==> config.mk <==
export PLATFORM = sky130hd
export DESIGN_NAME = ps2_arrow_decoder
export DESIGN_NICKNAME = d
export VERILOG_FILES = /design/src/rtl/ps2_pkg.sv /design/src/rtl/ps2_rx.sv /design/src/rtl/ps2_arrow_decoder.sv
export SDC_FILE = /design/constraint.sdc
export NUM_CORES = 1
export LEC_CHECK = 0
export CORE_UTILIZATION = 49
export CTS_BUF_LIST = sky130_fd_sc_hd__clkbuf_4 sky130_fd_sc_hd__clkbuf_8 sky130_fd_sc_hd__clkbuf_16
export CTS_CLUSTER_DIAMETER = 150
export CTS_CLUSTER_SIZE = 30
export DETAILED_ROUTE_END_ITERATION = 10
export GPL_TIMING_DRIVEN = 0
export PLACE_DENSITY_LB_ADDON = 0.1
export RECOVER_POWER = 50
export SYNTH_ARGS = -nofsm -noshare
export SYNTH_HDL_FRONTEND = slang
export SYNTH_SLANG_ARGS = --single-unit
==> constraint.sdc <==
create_clock -name clk -period 5.9 [get_ports clk]
set_clock_uncertainty 0.05 [all_clocks]
set_input_delay 0.59 -clock clk [delete_from_list [all_inputs] [get_ports clk]]
set_output_delay 0.59 -clock clk [all_outputs]
set_load 0.005 [all_outputs]
==> src/rtl/ps2_pkg.sv <==
`default_nettype none
// ============================================================================
// Module      : ps2_pkg
// Description : Shared constants for the PS/2 arrow-key front end: scan
//               codes, receiver state encoding and direction encoding.
// Revision    : 1.0 - initial release
// ============================================================================
package ps2_pkg;

    // Scan codes of interest (set 2)
    localparam logic [7:0] SC_EXT   = 8'hE0;
    localparam logic [7:0] SC_BRK   = 8'hF0;
    localparam logic [7:0] SC_UP    = 8'h75;
    localparam logic [7:0] SC_DOWN  = 8'h72;
    localparam logic [7:0] SC_LEFT  = 8'h6B;
    localparam logic [7:0] SC_RIGHT = 8'h74;

    // Receiver FSM encoding
    localparam logic [1:0] ST_IDLE   = 2'd0;
    localparam logic [1:0] ST_DATA   = 2'd1;
    localparam logic [1:0] ST_PARITY = 2'd2;
    localparam logic [1:0] ST_STOP   = 2'd3;

    // Direction encoding; the value doubles as the bit index in the one-hot
    typedef enum logic [1:0] {
        DIR_UP    = 2'd0,
        DIR_DOWN  = 2'd1,
        DIR_LEFT  = 2'd2,
        DIR_RIGHT = 2'd3
    } dir_e;

    // One-hot {right, left, down, up} for a direction
    function automatic logic [3:0] dir_onehot(input dir_e d);
        dir_onehot = 4'b0001 << d;
    endfunction

endpackage
`default_nettype wire

==> src/rtl/ps2_rx.sv <==
`default_nettype none
// ============================================================================
// Module      : ps2_rx
// Description : PS/2 device-to-host receiver. Synchronises the raw pins,
//               glitch-filters the PS/2 clock, frames 11-bit words and
//               aborts stalled frames after a timeout.
// Revision    : 1.0 - initial release
// ============================================================================
module ps2_rx
    import ps2_pkg::*;
#(
    parameter int FILTER_LEN = 8,
    parameter int TIMEOUT    = 50000
) (
    input  logic       clk,
    input  logic       rst,
    input  logic       ps2_clk,
    input  logic       ps2_data,
    output logic [7:0] rx_byte,
    output logic       byte_valid,
    output logic       err
);

    localparam int FW = $clog2(FILTER_LEN + 1);
    localparam int TW = $clog2(TIMEOUT + 1);

    // Synchroniser stages (pins idle high)
    logic          clk_meta_q, clk_meta_d, clk_sync_q, clk_sync_d;
    logic          dat_meta_q, dat_meta_d, dat_sync_q, dat_sync_d;
    // Glitch filter
    logic          filt_q, filt_d;
    logic [FW-1:0] filt_cnt_q, filt_cnt_d;
    logic          fall_q, fall_d;
    // Receiver
    logic [1:0]    state_q, state_d;
    logic [2:0]    bit_cnt_q, bit_cnt_d;
    logic [7:0]    shift_q, shift_d;
    logic          parity_q, parity_d;
    logic [TW-1:0] tmo_q, tmo_d;
    logic [7:0]    byte_q, byte_d;
    logic          byte_valid_q, byte_valid_d;
    logic          err_q, err_d;

    // Two-flop synchronisers for both pins
    always_comb begin
        clk_meta_d = ps2_clk;
        clk_sync_d = clk_meta_q;
        dat_meta_d = ps2_data;
        dat_sync_d = dat_meta_q;
    end

    // Filtered level flips only after FILTER_LEN consecutive disagreeing samples
    always_comb begin
        filt_d     = filt_q;
        filt_cnt_d = '0;
        fall_d     = 1'b0;
        if (clk_sync_q != filt_q) begin
            if (filt_cnt_q == FW'(FILTER_LEN - 1)) begin
                filt_d = clk_sync_q;
                fall_d = filt_q;
            end else begin
                filt_cnt_d = filt_cnt_q + 1'b1;
            end
        end
    end

    // Frame receiver: bits are taken on the filtered falling edge only
    always_comb begin
        state_d      = state_q;
        bit_cnt_d    = bit_cnt_q;
        shift_d      = shift_q;
        parity_d     = parity_q;
        byte_d       = byte_q;
        byte_valid_d = 1'b0;
        err_d        = 1'b0;

        if (state_q == ST_IDLE || fall_q) begin
            tmo_d = '0;
        end else begin
            tmo_d = tmo_q + 1'b1;
        end

        if (fall_q) begin
            case (state_q)
                ST_IDLE: begin
                    if (!dat_sync_q) begin
                        state_d   = ST_DATA;
                        bit_cnt_d = 3'd0;
                    end else begin
                        err_d = 1'b1;
                    end
                end
                ST_DATA: begin
                    shift_d = {dat_sync_q, shift_q[7:1]};
                    if (bit_cnt_q == 3'd7) begin
                        state_d = ST_PARITY;
                    end else begin
                        bit_cnt_d = bit_cnt_q + 1'b1;
                    end
                end
                ST_PARITY: begin
                    parity_d = dat_sync_q;
                    state_d  = ST_STOP;
                end
                default: begin
                    if (dat_sync_q && (^{shift_q, parity_q})) begin
                        byte_d       = shift_q;
                        byte_valid_d = 1'b1;
                    end else begin
                        err_d = 1'b1;
                    end
                    state_d = ST_IDLE;
                end
            endcase
        end else if (state_q != ST_IDLE && tmo_q == TW'(TIMEOUT - 1)) begin
            // Stalled mid-frame: drop the partial byte
            state_d   = ST_IDLE;
            bit_cnt_d = 3'd0;
            shift_d   = 8'd0;
            tmo_d     = '0;
            err_d     = 1'b1;
        end
    end

    // State registers with asynchronous reset
    always_ff @(posedge clk or posedge rst) begin
        if (rst) begin
            clk_meta_q   <= 1'b1;
            clk_sync_q   <= 1'b1;
            dat_meta_q   <= 1'b1;
            dat_sync_q   <= 1'b1;
            filt_q       <= 1'b1;
            filt_cnt_q   <= '0;
            fall_q       <= 1'b0;
            state_q      <= ST_IDLE;
            bit_cnt_q    <= 3'd0;
            shift_q      <= 8'd0;
            parity_q     <= 1'b0;
            tmo_q        <= '0;
            byte_q       <= 8'd0;
            byte_valid_q <= 1'b0;
            err_q        <= 1'b0;
        end else begin
            clk_meta_q   <= clk_meta_d;
            clk_sync_q   <= clk_sync_d;
            dat_meta_q   <= dat_meta_d;
            dat_sync_q   <= dat_sync_d;
            filt_q       <= filt_d;
            filt_cnt_q   <= filt_cnt_d;
            fall_q       <= fall_d;
            state_q      <= state_d;
            bit_cnt_q    <= bit_cnt_d;
            shift_q      <= shift_d;
            parity_q     <= parity_d;
            tmo_q        <= tmo_d;
            byte_q       <= byte_d;
            byte_valid_q <= byte_valid_d;
            err_q        <= err_d;
        end
    end

    assign rx_byte    = byte_q;
    assign byte_valid = byte_valid_q;
    assign err        = err_q;

endmodule
`default_nettype wire

==> src/rtl/ps2_arrow_decoder.sv <==
`default_nettype none
// ============================================================================
// Module      : ps2_arrow_decoder
// Description : Turns PS/2 extended arrow make codes into single fixed-length
//               up/down/left/right command pulses for the 2048 core.
// Revision    : 1.0 - initial release
// ============================================================================
module ps2_arrow_decoder
    import ps2_pkg::*;
#(
    parameter int FILTER_LEN = 8,
    parameter int TIMEOUT    = 50000,
    parameter int PULSE_LEN  = 4
) (
    input  logic clk,
    input  logic rst,
    input  logic ps2_clk,
    input  logic ps2_data,
    output logic up,
    output logic down,
    output logic left,
    output logic right,
    output logic frame_err
);

    localparam int CW = $clog2(PULSE_LEN + 1);

    logic [7:0]    rx_byte;
    logic          rx_valid;
    logic          rx_err;

    logic          ext_q, ext_d;
    logic          brk_q, brk_d;
    logic          cmd_valid;
    dir_e          cmd_dir;
    logic [CW-1:0] cnt_q, cnt_d;
    logic [3:0]    dir_oh_q, dir_oh_d;

    ps2_rx #(
        .FILTER_LEN (FILTER_LEN),
        .TIMEOUT    (TIMEOUT)
    ) u_rx (
        .clk        (clk),
        .rst        (rst),
        .ps2_clk    (ps2_clk),
        .ps2_data   (ps2_data),
        .rx_byte    (rx_byte),
        .byte_valid (rx_valid),
        .err        (rx_err)
    );

    // Prefix tracking: a command needs E0 without a preceding F0
    always_comb begin
        ext_d     = ext_q;
        brk_d     = brk_q;
        cmd_valid = 1'b0;
        cmd_dir   = DIR_UP;
        if (rx_err) begin
            ext_d = 1'b0;
            brk_d = 1'b0;
        end else if (rx_valid) begin
            case (rx_byte)
                SC_EXT: ext_d = 1'b1;
                SC_BRK: brk_d = 1'b1;
                default: begin
                    if (ext_q && !brk_q) begin
                        case (rx_byte)
                            SC_UP:    begin cmd_valid = 1'b1; cmd_dir = DIR_UP;    end
                            SC_DOWN:  begin cmd_valid = 1'b1; cmd_dir = DIR_DOWN;  end
                            SC_LEFT:  begin cmd_valid = 1'b1; cmd_dir = DIR_LEFT;  end
                            SC_RIGHT: begin cmd_valid = 1'b1; cmd_dir = DIR_RIGHT; end
                            default:  cmd_valid = 1'b0;
                        endcase
                    end
                    ext_d = 1'b0;
                    brk_d = 1'b0;
                end
            endcase
        end
    end

    // Pulse stretcher: commands arriving while a pulse is running are dropped
    always_comb begin
        cnt_d    = cnt_q;
        dir_oh_d = dir_oh_q;
        if (cmd_valid && cnt_q == '0) begin
            cnt_d    = CW'(PULSE_LEN);
            dir_oh_d = dir_onehot(cmd_dir);
        end else if (cnt_q != '0) begin
            cnt_d = cnt_q - 1'b1;
            if (cnt_q == CW'(1)) begin
                dir_oh_d = 4'b0000;
            end
        end
    end

    // Flag, counter and output registers; outputs come straight from flops
    always_ff @(posedge clk or posedge rst) begin
        if (rst) begin
            ext_q    <= 1'b0;
            brk_q    <= 1'b0;
            cnt_q    <= '0;
            dir_oh_q <= 4'b0000;
        end else begin
            ext_q    <= ext_d;
            brk_q    <= brk_d;
            cnt_q    <= cnt_d;
            dir_oh_q <= dir_oh_d;
        end
    end

    assign up        = dir_oh_q[DIR_UP];
    assign down      = dir_oh_q[DIR_DOWN];
    assign left      = dir_oh_q[DIR_LEFT];
    assign right     = dir_oh_q[DIR_RIGHT];
    assign frame_err = rx_err;

endmodule
`default_nettype wire

* Word level (Yosys, flattened, before mapping) *
Index checks and enable logic that the tools add are counted.

word-level totals
  logic and storage cells = 122
  register bits after elaboration = 59
  input bits = 4
  output and inout bits = 5

operators by class
  shift operators = 1
  bitwise gates (word level) = 1
  reduce and logical (&&, ||, !) cells = 28
  mux-type cells = 49
  equality and inequality tests = 20
  add/sub/neg operators = 4

operators with widths
  operator               number
  $mux 16                3
  $eq 8x7->1 const B     4
  $mux 8                 3
  $mux 4                 5
  $mux 1                 18
  $mux 3                 6
  $add 16x1->16 const B  1
  $eq 16x16->1 const B   1
  $eq 8x8->1 const B     2
  $mux 2                 8
  $ne 3x3->1 const B     4
  $pmux 2 s3             2
  $reduce_and 2->1       6
  $reduce_bool 2->1      5
  $reduce_xor 9->1       1
  $pmux 1 s2             3
  $pmux 3 s2             1
  $reduce_and 3->1       2
  $add 4x1->4 const B    1
  $eq 4x3->1 const B     1
  $logic_and 1x1->1      4
  $ne 2x1->1 const B     2
  $reduce_and 4->1       1
  $reduce_or 2->1        2
  other kinds (17)       17

* Depth between registers and ports, before layout *
Gate-level depths: netlist (run 1).

  depth in word-level cells = 10
  depth in mapped cells = 7
  depth with buffers taken out = 6

* Hierarchy *
A second synthesis (run 1) with hierarchy kept.

second synthesis, totals
  cell total of the unflattened synthesis = 253
  area total of the unflattened synthesis = 2,874.0 um^2

modules (own cells, without submodules)
  module             cells an instance  area each (um^2)  seq. area each (um^2)  times used
  ps2_rx             194                2,302.2           1,257.5                1
  ps2_arrow_decoder  59                 571.8             225.2                  1

* Worst setup path after synthesis (run 1) *
No wires, ideal clock.

  path type = flip-flop to flip-flop
  start point = register u_rx.shift_q[5]
  end point = register u_rx.byte_q[0], in the netlist u_rx.rx_byte[0]
  clock period less this slack = 1.860 ns
  data required time = 5.725 ns
  setup slack = 4.040 ns
  data arrival time = 1.685 ns
  buffers on the path = 0
  cell stages (with the launch flop) = 5
  path through = dfrtp_1 xor2_1 xnor3_2 mux2i_4 mux2_2

between the ends
  cells in the longest elaborated chain, start to end = 3

RTL lines
  item                        line           RTL
  start: declaration          ps2_rx.sv:37   logic [7:0] shift_q, shift_d;
  start signal: assignment    ps2_rx.sv:153  shift_q <= shift_d;
  $reduce_xor 9->1            ps2_rx.sv:106  if (dat_sync_q && (^{shift_q, parity_q})) begin
  $logic_and 1x1->1           ps2_rx.sv:106
  $reduce_and 3->1 (no line)  --
  end signal: assignment      ps2_rx.sv:156  byte_q <= byte_d;
  end: declaration            ps2_rx.sv:40   logic [7:0] byte_q, byte_d;

No other way between the ends.
A chain may end at the register's enable or synchronous reset.

==> results of run 1 <==
[layout make-up]
| cell class | count | area (um^2) |
|---|---|---|
| Fill cell | 487 | 2370 |
| Sequential cell | 59 | 1480 |
| Multi-Input combinational cell | 192 | 1380 |
| Clock buffer | 11 | 151 |
| Tap cell | 72 | 90.1 |
| Timing Repair Buffer | 9 | 83.8 |
| Inverter | 11 | 41.3 |
| Buffer | 7 | 27.5 |
| Clock inverter | 3 | 15.0 |
[cells in the final DEF (no fill, tap or decap), types with 3 or more instances in the layout]
| master | Yosys | routed |
|---|---|---|
| a21oi_1 | 6 | 6 |
| a31o_2 | 9 | 9 |
| and3_1 | 11 | 11 |
| clkbuf_1 | 6 | 7 |
| clkbuf_8 | 0 | 11 |
| clkdlybuf4s50_1 | 0 | 5 |
| clkinv_2 | 0 | 3 |
| dfrtp_1 | 54 | 54 |
| dfstp_2 | 5 | 4 |
| dlygate4sd3_1 | 0 | 3 |
| ha_1 | 12 | 12 |
| inv_1 | 11 | 11 |
| mux2_2 | 12 | 12 |
| mux2i_1 | 4 | 4 |
| nand2_1 | 15 | 15 |
| nand2b_1 | 4 | 4 |
| nand3_1 | 12 | 12 |
| nand3b_1 | 3 | 3 |
| nand4_1 | 5 | 5 |
| nor2_1 | 26 | 26 |
| nor2b_1 | 4 | 4 |
| nor3_1 | 9 | 9 |
| nor4_1 | 7 | 7 |
| o21ai_0 | 5 | 5 |
| xnor2_1 | 16 | 16 |
| xor2_1 | 3 | 3 |
[worst max-delay path: stages]
cell and delay (ns):
dlygate4sd3_1 0.53, inv_1 0.68, clkbuf_1 1.35
[synth_stat cells, types with 2 or more instances]
cell,count,share of area (%)
dfrtp_1,54,46
nor2_1,26,3.3
xnor2_1,16,4.8
nand2_1,15,1.9
ha_1,12,5.1
mux2_2,12,4.6
nand3_1,12,2.1
and3_1,11,2.4
inv_1,11,1.4
a31o_2,9,2.7
nor3_1,9,1.5
nor4_1,7,1.5
a21oi_1,6,1.0
clkbuf_1,6,0.77
dfstp_2,5,4.5
nand4_1,5,1.1
o21ai_0,5,0.85
mux2i_1,4,1.4
nand2b_1,4,0.85
nor2b_1,4,0.85
nand3b_1,3,0.77
xor2_1,3,0.90
a32o_1,2,0.68
and2_1,2,0.43
nor3b_1,2,0.51
o21bai_1,2,0.51
or3b_2,2,0.60
or4_1,2,0.51
[worst min-delay path by stage]
stage	startpoint	to	slack (ns)	cells past startpoint
floorplan	u_rx.clk_meta_q$_DFF_PP1_	u_rx.clk_sync_q$_DFF_PP1_	0.30	0
global placement	u_rx.clk_meta_q$_DFF_PP1_	u_rx.clk_sync_q$_DFF_PP1_	0.30	0
detailed placement	u_rx.clk_meta_q$_DFF_PP1_	u_rx.clk_sync_q$_DFF_PP1_	0.30	0
CTS	u_rx.dat_meta_q$_DFF_PP1_	u_rx.dat_sync_q$_DFF_PP1_	0.31	0
global route	u_rx.clk_meta_q$_DFF_PP1_	u_rx.clk_sync_q$_DFF_PP1_	0.31	0
finish	u_rx.clk_meta_q$_DFF_PP1_	u_rx.clk_sync_q$_DFF_PP1_	0.31	0
[metrics by stage]
stage               setup slack (ns)  cell area, um^2
floorplan                       3.81             2930
global placement                2.74             3100
detailed placement              3.73             3120
CTS                             3.72             3280
global route                    2.18             3270
finish                          2.76             3270
[flip-flops by register name, summed over array words and instances (netlist names), 2 cells and up]
name / flops
cnt_q: 3
u_rx.shift_q: 8
u_rx.filt_cnt_q: 4
u_rx.rx_byte: 8
dir_oh_q: 4
u_rx.bit_cnt_q: 3
u_rx.tmo_q: 16
u_rx.state_q: 2
[cell families after synthesis]
kind of cell,after synthesis
buffers and inverters,18
XOR/XNOR,21
flip-flops,59
AO/OA/AOI/OAI,33
adder cells (fa/ha/maj),12
AND/OR/NAND/NOR,109
multiplexers,17
[report_power, final]
group          switching [mW]  internal (mW)  total [mW]
combinational          0.0209         0.0167      0.0375
clock                   0.148          0.168       0.316
sequential            0.00976          0.420       0.429
total                   0.179          0.605       0.783
[layer usage]
| layer | GRT usage [%] | vias to the layer above | share of wire (%) |
|---|---|---|---|
| met2 | 31.1 | 18 | 48 |
| met1 | 23.5 | 978 | 47 |
| li1 | - | 991 | - |
| met5 | 0 | - | 0 |
| met3 | 5.98 | 9 | 3.0 |
| met4 | 8.18 | 0 | 1.9 |
==> results.md, run 1 <==
- Placed insts: 350
- Initial Utilization: 51.9%
- Slew Limit Fails: 35
- ANT nets after route: 0
- Critical Path End Type: async pin
- Max Cap Viol: 1
- Drt pass-1 iters: 4
- Sequential fraction of the synthesis area: 50.7%
- Top-level port count: 9
- Detail Placement HPWL: roughly 3.5 mm
- CP Launch Point: rst
- Initial antenna violation count: 0
- Register-to-register setup slack: 3.75 ns
- RePlAce Congestion: 0.793
- Syn Nets: ~290
- R2r startpoint: u_rx.tmo_q[0]$_DFF_PP0_
- Clock transition at path regs: 0.06 ns
- Hold Vio Cnt, Final: 0
- DR WL/cell: 13.8 um
- DRC errors left: 0
- Share of cells above drive strength 1: 16.1%
- Final cell count without fillers: ~360
- Distinct cells, synth: 46
- Core footprint: 5640 um^2
- Simple-Gate Fraction of Synth Area: 19.7%
- H-tree levels: 3
- Ys async rst share: 100%
- Number of synthesized flops with an enable pin: 0
- Root Buffer Master: clkbuf_8
- FMAX: approximately 320 MHz
- Routed vias: roughly 2000
- Compound-cell area share of the yosys netlist: 8.17%
- Die X: 79.3 um
- ANT cells: 0
- CTS buffer count: 9
- Crit path max fanout: 34
- Largest net degree at the start of global routing: 35
- Post_cts resized: 0
- Die area: 6290 um^2
- Gr usage total: between 10% and 20%
- Slew Limit Headroom: -19.4%
- Failing checks: capacitance limit, slew limit
- Final Cycle Share: 53.2%
- RSZ-0062 raised after global routing: no
- Flops & latches, synth: 59
- Synth Area in Adders: 5.13%
- XOR/XNOR Fraction of Synth Area: 7.27%
- Global-route wire length before repair: 9.17 mm
- Clock Path Buffers: 2
- Worst endpoint required time: 5.94 ns
- Buffer count from post-CTS setup fixing: 0
- Post-synthesis mux area share: 6.76%
- Max VDD drop: 0.167 mV
- Run status: complete, but fails checks
- Die Ht: around 79 um
- CTS tree: yes
- Worst slew pin tran: 1.79 ns
- Reg2Reg Depth: 6
- Pwr/cell area: between 200 and 250 nW/um^2
- Total negative setup slack: 0 ns
- Min Hold Slack: about 0.31 ns
- Critical Path Sink: u_rx.bit_cnt_q[2]$_DFFE_PP0P_
- PortBufs: 8
- Final worst path period need: roughly 3.1 ns
- Worst EP arrival: 3.18 ns
- Grt total ovfl: 0
- Final setup fails: 0
- Routed vias/inst: 5.48
- WL final: 5.02 mm
- Worst setup path class: input pin to async pin
- Syn avg cell area: about 11 um^2
- Clock sinks: 59
- CTS Hold Bufs: 0
- Vias in the first global route: 2055
- Post-layout nets: 305
- DR iter-0 viols: slightly above 80
- Startpoint Class: input pin
- Area growth from synthesis to layout: 11.6%
- Hold WC Path Type: flip-flop to flip-flop
- Worst reg2reg endpoint: u_rx.tmo_q[7]$_DFF_PP0_
- Post-Route Utilization: 57.9%
- Leakage power: about 1.5 nW
- Standard-cell rows: 27
- Yosys warns: 0
- Worst-skew pair later-pin latency: about 0.33 ns
- Post-Syn Area: 2930 um^2
- Synth Flop Type: dfrtp_1
- Design Power: around 0.78 mW
- Main combinational cell family by area after synthesis: simple AND/OR/NAND/NOR gates
- Post-Synthesis Cells: between 200 and 300
No activity file was read; power rests on OpenSTA's default activity.
==> run 2: changes to the inputs <==
==> constraint.sdc (replaced) <==
create_clock -name clk -period 2.6 [get_ports clk]
set_clock_uncertainty 0.05 [all_clocks]
set_input_delay 0.26 -clock clk [delete_from_list [all_inputs] [get_ports clk]]
set_output_delay 0.26 -clock clk [all_outputs]
set_load 0.005 [all_outputs]
==> run 2 against run 1 <==
  * Wire length is essentially flat
  * Sequential cell count is the same
  * Largest power group unchanged
  * The run now ends clean
  * Final cell count is the same
==> results.md, run 2 (synthesis gave the netlist of run 1 again) <==
- Run status: completed
- RSZ-0062 raised after global routing: no
- ANT cells: 0 (unchanged)
- Buffer count from post-CTS setup fixing: 0 (unchanged)
- Initial Utilization: 51.9% (unchanged)
- Grt total ovfl: 0 (unchanged)
- Post-layout nets: 305 (unchanged)
- WL final: 5.02 mm (about the same)
- Register-to-register setup slack: 0.45 ns (-3.30 ns)
- H-tree levels: 3 (unchanged)
- Global-route wire length before repair: 9.17 mm (unchanged)
- Crit-path slowest cell: o21ai_1
- CTS buffer count: 9 (unchanged)
- Final worst path period need: 2.15 ns
- Worst endpoint required time: 2.74 ns (-3.20 ns)
- Top-level port count: 9 (unchanged)
- Die X: 79.3 um (unchanged)
- Startpoint Class: flip-flop
- Clock sinks: 59 (unchanged)
- CP Buf/Inv Count: 1 (-2)
- Worst setup margin: 0.445 ns (-2.32 ns)
- RePlAce Congestion: 0.793 (unchanged)
- Max reg flops: 16 (unchanged)
- Max stage delay on crit path: 0.45 ns (-0.90 ns)
- Post_cts resized: 0 (unchanged)
- FMAX: between 400 and 500 MHz
- Max VDD drop: 0.380 mV (+130%)
- Crit path max fanout: 10 (-71%)
- Total negative setup slack: 0 ns (unchanged)
- Detail Placement HPWL: 3.53 mm (unchanged)
- Switching pwr: 0.405 mW (+130%)
- Final Cycle Share: 82.9%
- Leakage power: 1.47 nW (+0.19%)
- Largest net degree at the start of global routing: 35 (unchanged)
- Worst EP arrival: 2.29 ns (-0.89 ns)
- Share of total power in the clock network: 40.3% (about the same)
- Vias in the first global route: 2055 (unchanged)
- PortBufs: 8 (unchanged)
- Initial antenna violation count: 0 (unchanged)
- Gr usage total: 19.2% (unchanged)
- Top reg by flops: u_rx.tmo_q
- Final setup fails: 0 (unchanged)
- Routed vias: 1996 (unchanged)
- Standard-cell rows: 27 (unchanged)
- Area growth from synthesis to layout: 11.7% (about the same)
- Drt pass-1 iters: 5 (+1)
- DR iter-0 viols: 81 (unchanged)
- CTS Hold Bufs: 0 (unchanged)
- Routed vias/inst: 5.48 (unchanged)
- Hold WC Path Type: flip-flop to flip-flop
- DR WL/cell: 13.8 um (about the same)
- Fill cells: 486 (-0.21%)
- Logic pwr share: 4.8% (about the same)
- Share of cells above drive strength 1: 16.8% (+0.68 points)
- CP top delay family: simple AND/OR/NAND/NOR gates
- Most common cell after layout, fill and taps aside: dfrtp_1
- Area of the multi-input gates: 1380 um^2 (unchanged)
- Slew Limit Headroom: 36.9% (+56 points)
- Worst-skew pair later-pin latency: 0.33 ns (about the same)
- Placed instance area: 3120 um^2 (unchanged)
- Worst-path cell chain: ha_1 > and3_1 > nand3_1 > o21ai_1 > clkbuf_1 > nor2_1
- P_int: 1.37 mW (+130%)
- Pwr/cell area: 544 nW/um^2 (+130%)
- Final cell area excluding filler cells: 3270 um^2 (about the same)
- Die Ht: 79.3 um (unchanged)
- Min Hold Slack: 0.307 ns (+0.00000400 ns)
- FF/Latch Area: 1480 um^2 (unchanged)
- Root Buffer Master: clkbuf_8
- Hold Vio Cnt, Final: 0 (unchanged)
- CTS tree: yes
- Pre-CTS WS: 0.434 ns (-3.30 ns)
- Slew Limit Fails: 0 (-100%)
- Critical Path End Type: flip-flop
- Seq pwr share: 54.9% (about the same)
- ANT nets after route: 0 (unchanged)
- Clock Path Buffers: 2 (unchanged)
- Placed insts: 350 (unchanged)
- Final cell count without fillers: 364 (unchanged)
- Sw Ratio: 22.8% (-0.035 points)
- Max Cap Viol: 0 (-1)
- Core footprint: 5640 um^2 (unchanged)
- Worst slew pin tran: 0.945 ns (-0.846 ns)
- Worst setup path class: flip-flop to flip-flop
- DRC errors left: 0 (unchanged)
- Die area: 6290 um^2 (unchanged)
- Most frequent cells in the layout: 54 x dfrtp_1, 26 x nor2_1, 16 x xnor2_1, 15 x nand2_1
- Clock transition at path regs: 0.06 ns (about the same)
[run 2: cell counts in the layout (fill, tap and decap cells not counted)]
No cell type changed its count.
[run 2: layer usage]
layer  up-vias  track usage [%]  part of all wire (%)
met5         -                0                     0
met3         9             5.98                   3.0
met4         0             8.18                   1.9
met1       978             23.5                    47
li1        991                -                     -
met2        18             31.1                    48
[run 2: cell type report]
type,count,area share (%)
tap,72,2.76
multi-input combinational,192,42.1
buffer,7,0.842
clock inverter,3,0.459
inverter,11,1.26
timing repair buffer,9,2.60
sequential,59,45.4
clock buffer,11,4.63
[run 2: final timing paths]
path                       cells after the start                       endpoint                       from
setup / recovery                               6        u_rx.tmo_q[7]$_DFF_PP0_    u_rx.tmo_q[0]$_DFF_PP0_
hold reg to reg                                0      u_rx.clk_sync_q$_DFF_PP1_  u_rx.clk_meta_q$_DFF_PP1_
max in group asynchronous                      3  u_rx.bit_cnt_q[2]$_DFFE_PP0P_                        rst
setup reg to reg                               6        u_rx.tmo_q[7]$_DFF_PP0_    u_rx.tmo_q[0]$_DFF_PP0_
hold / removal                                 0      u_rx.clk_sync_q$_DFF_PP1_  u_rx.clk_meta_q$_DFF_PP1_
min in group asynchronous                      2       u_rx.tmo_q[10]$_DFF_PP0_                        rst
[run 2: power groups by stage]
stage	logic (mW)	registers [mW]	clock network [mW]
finish	0.0854	0.977	0.717
global route	0.0983	0.981	0.786
CTS	0.0922	0.977	0.742
detailed placement	0.0922	0.992	0
global placement	0.0876	0.991	0
floorplan	0.0686	0.987	0
[run 2: per-stage QoR]
step | util, % | power (mW)
global route | 57.9 | 1.86
CTS | 58.2 | 1.81
floorplan | - | 1.06
global placement | 54.9 | 1.08
detailed placement | 55.2 | 1.08
finish | 57.9 | 1.78
[run 2: worst register-to-register path: stages (launching register included)]
cell and delay (ns):
dfrtp_1 0.39, ha_1 0.21, and3_1 0.25, nand3_1 0.13
o21ai_1 0.45, clkbuf_1 0.44, nor2_1 0.11
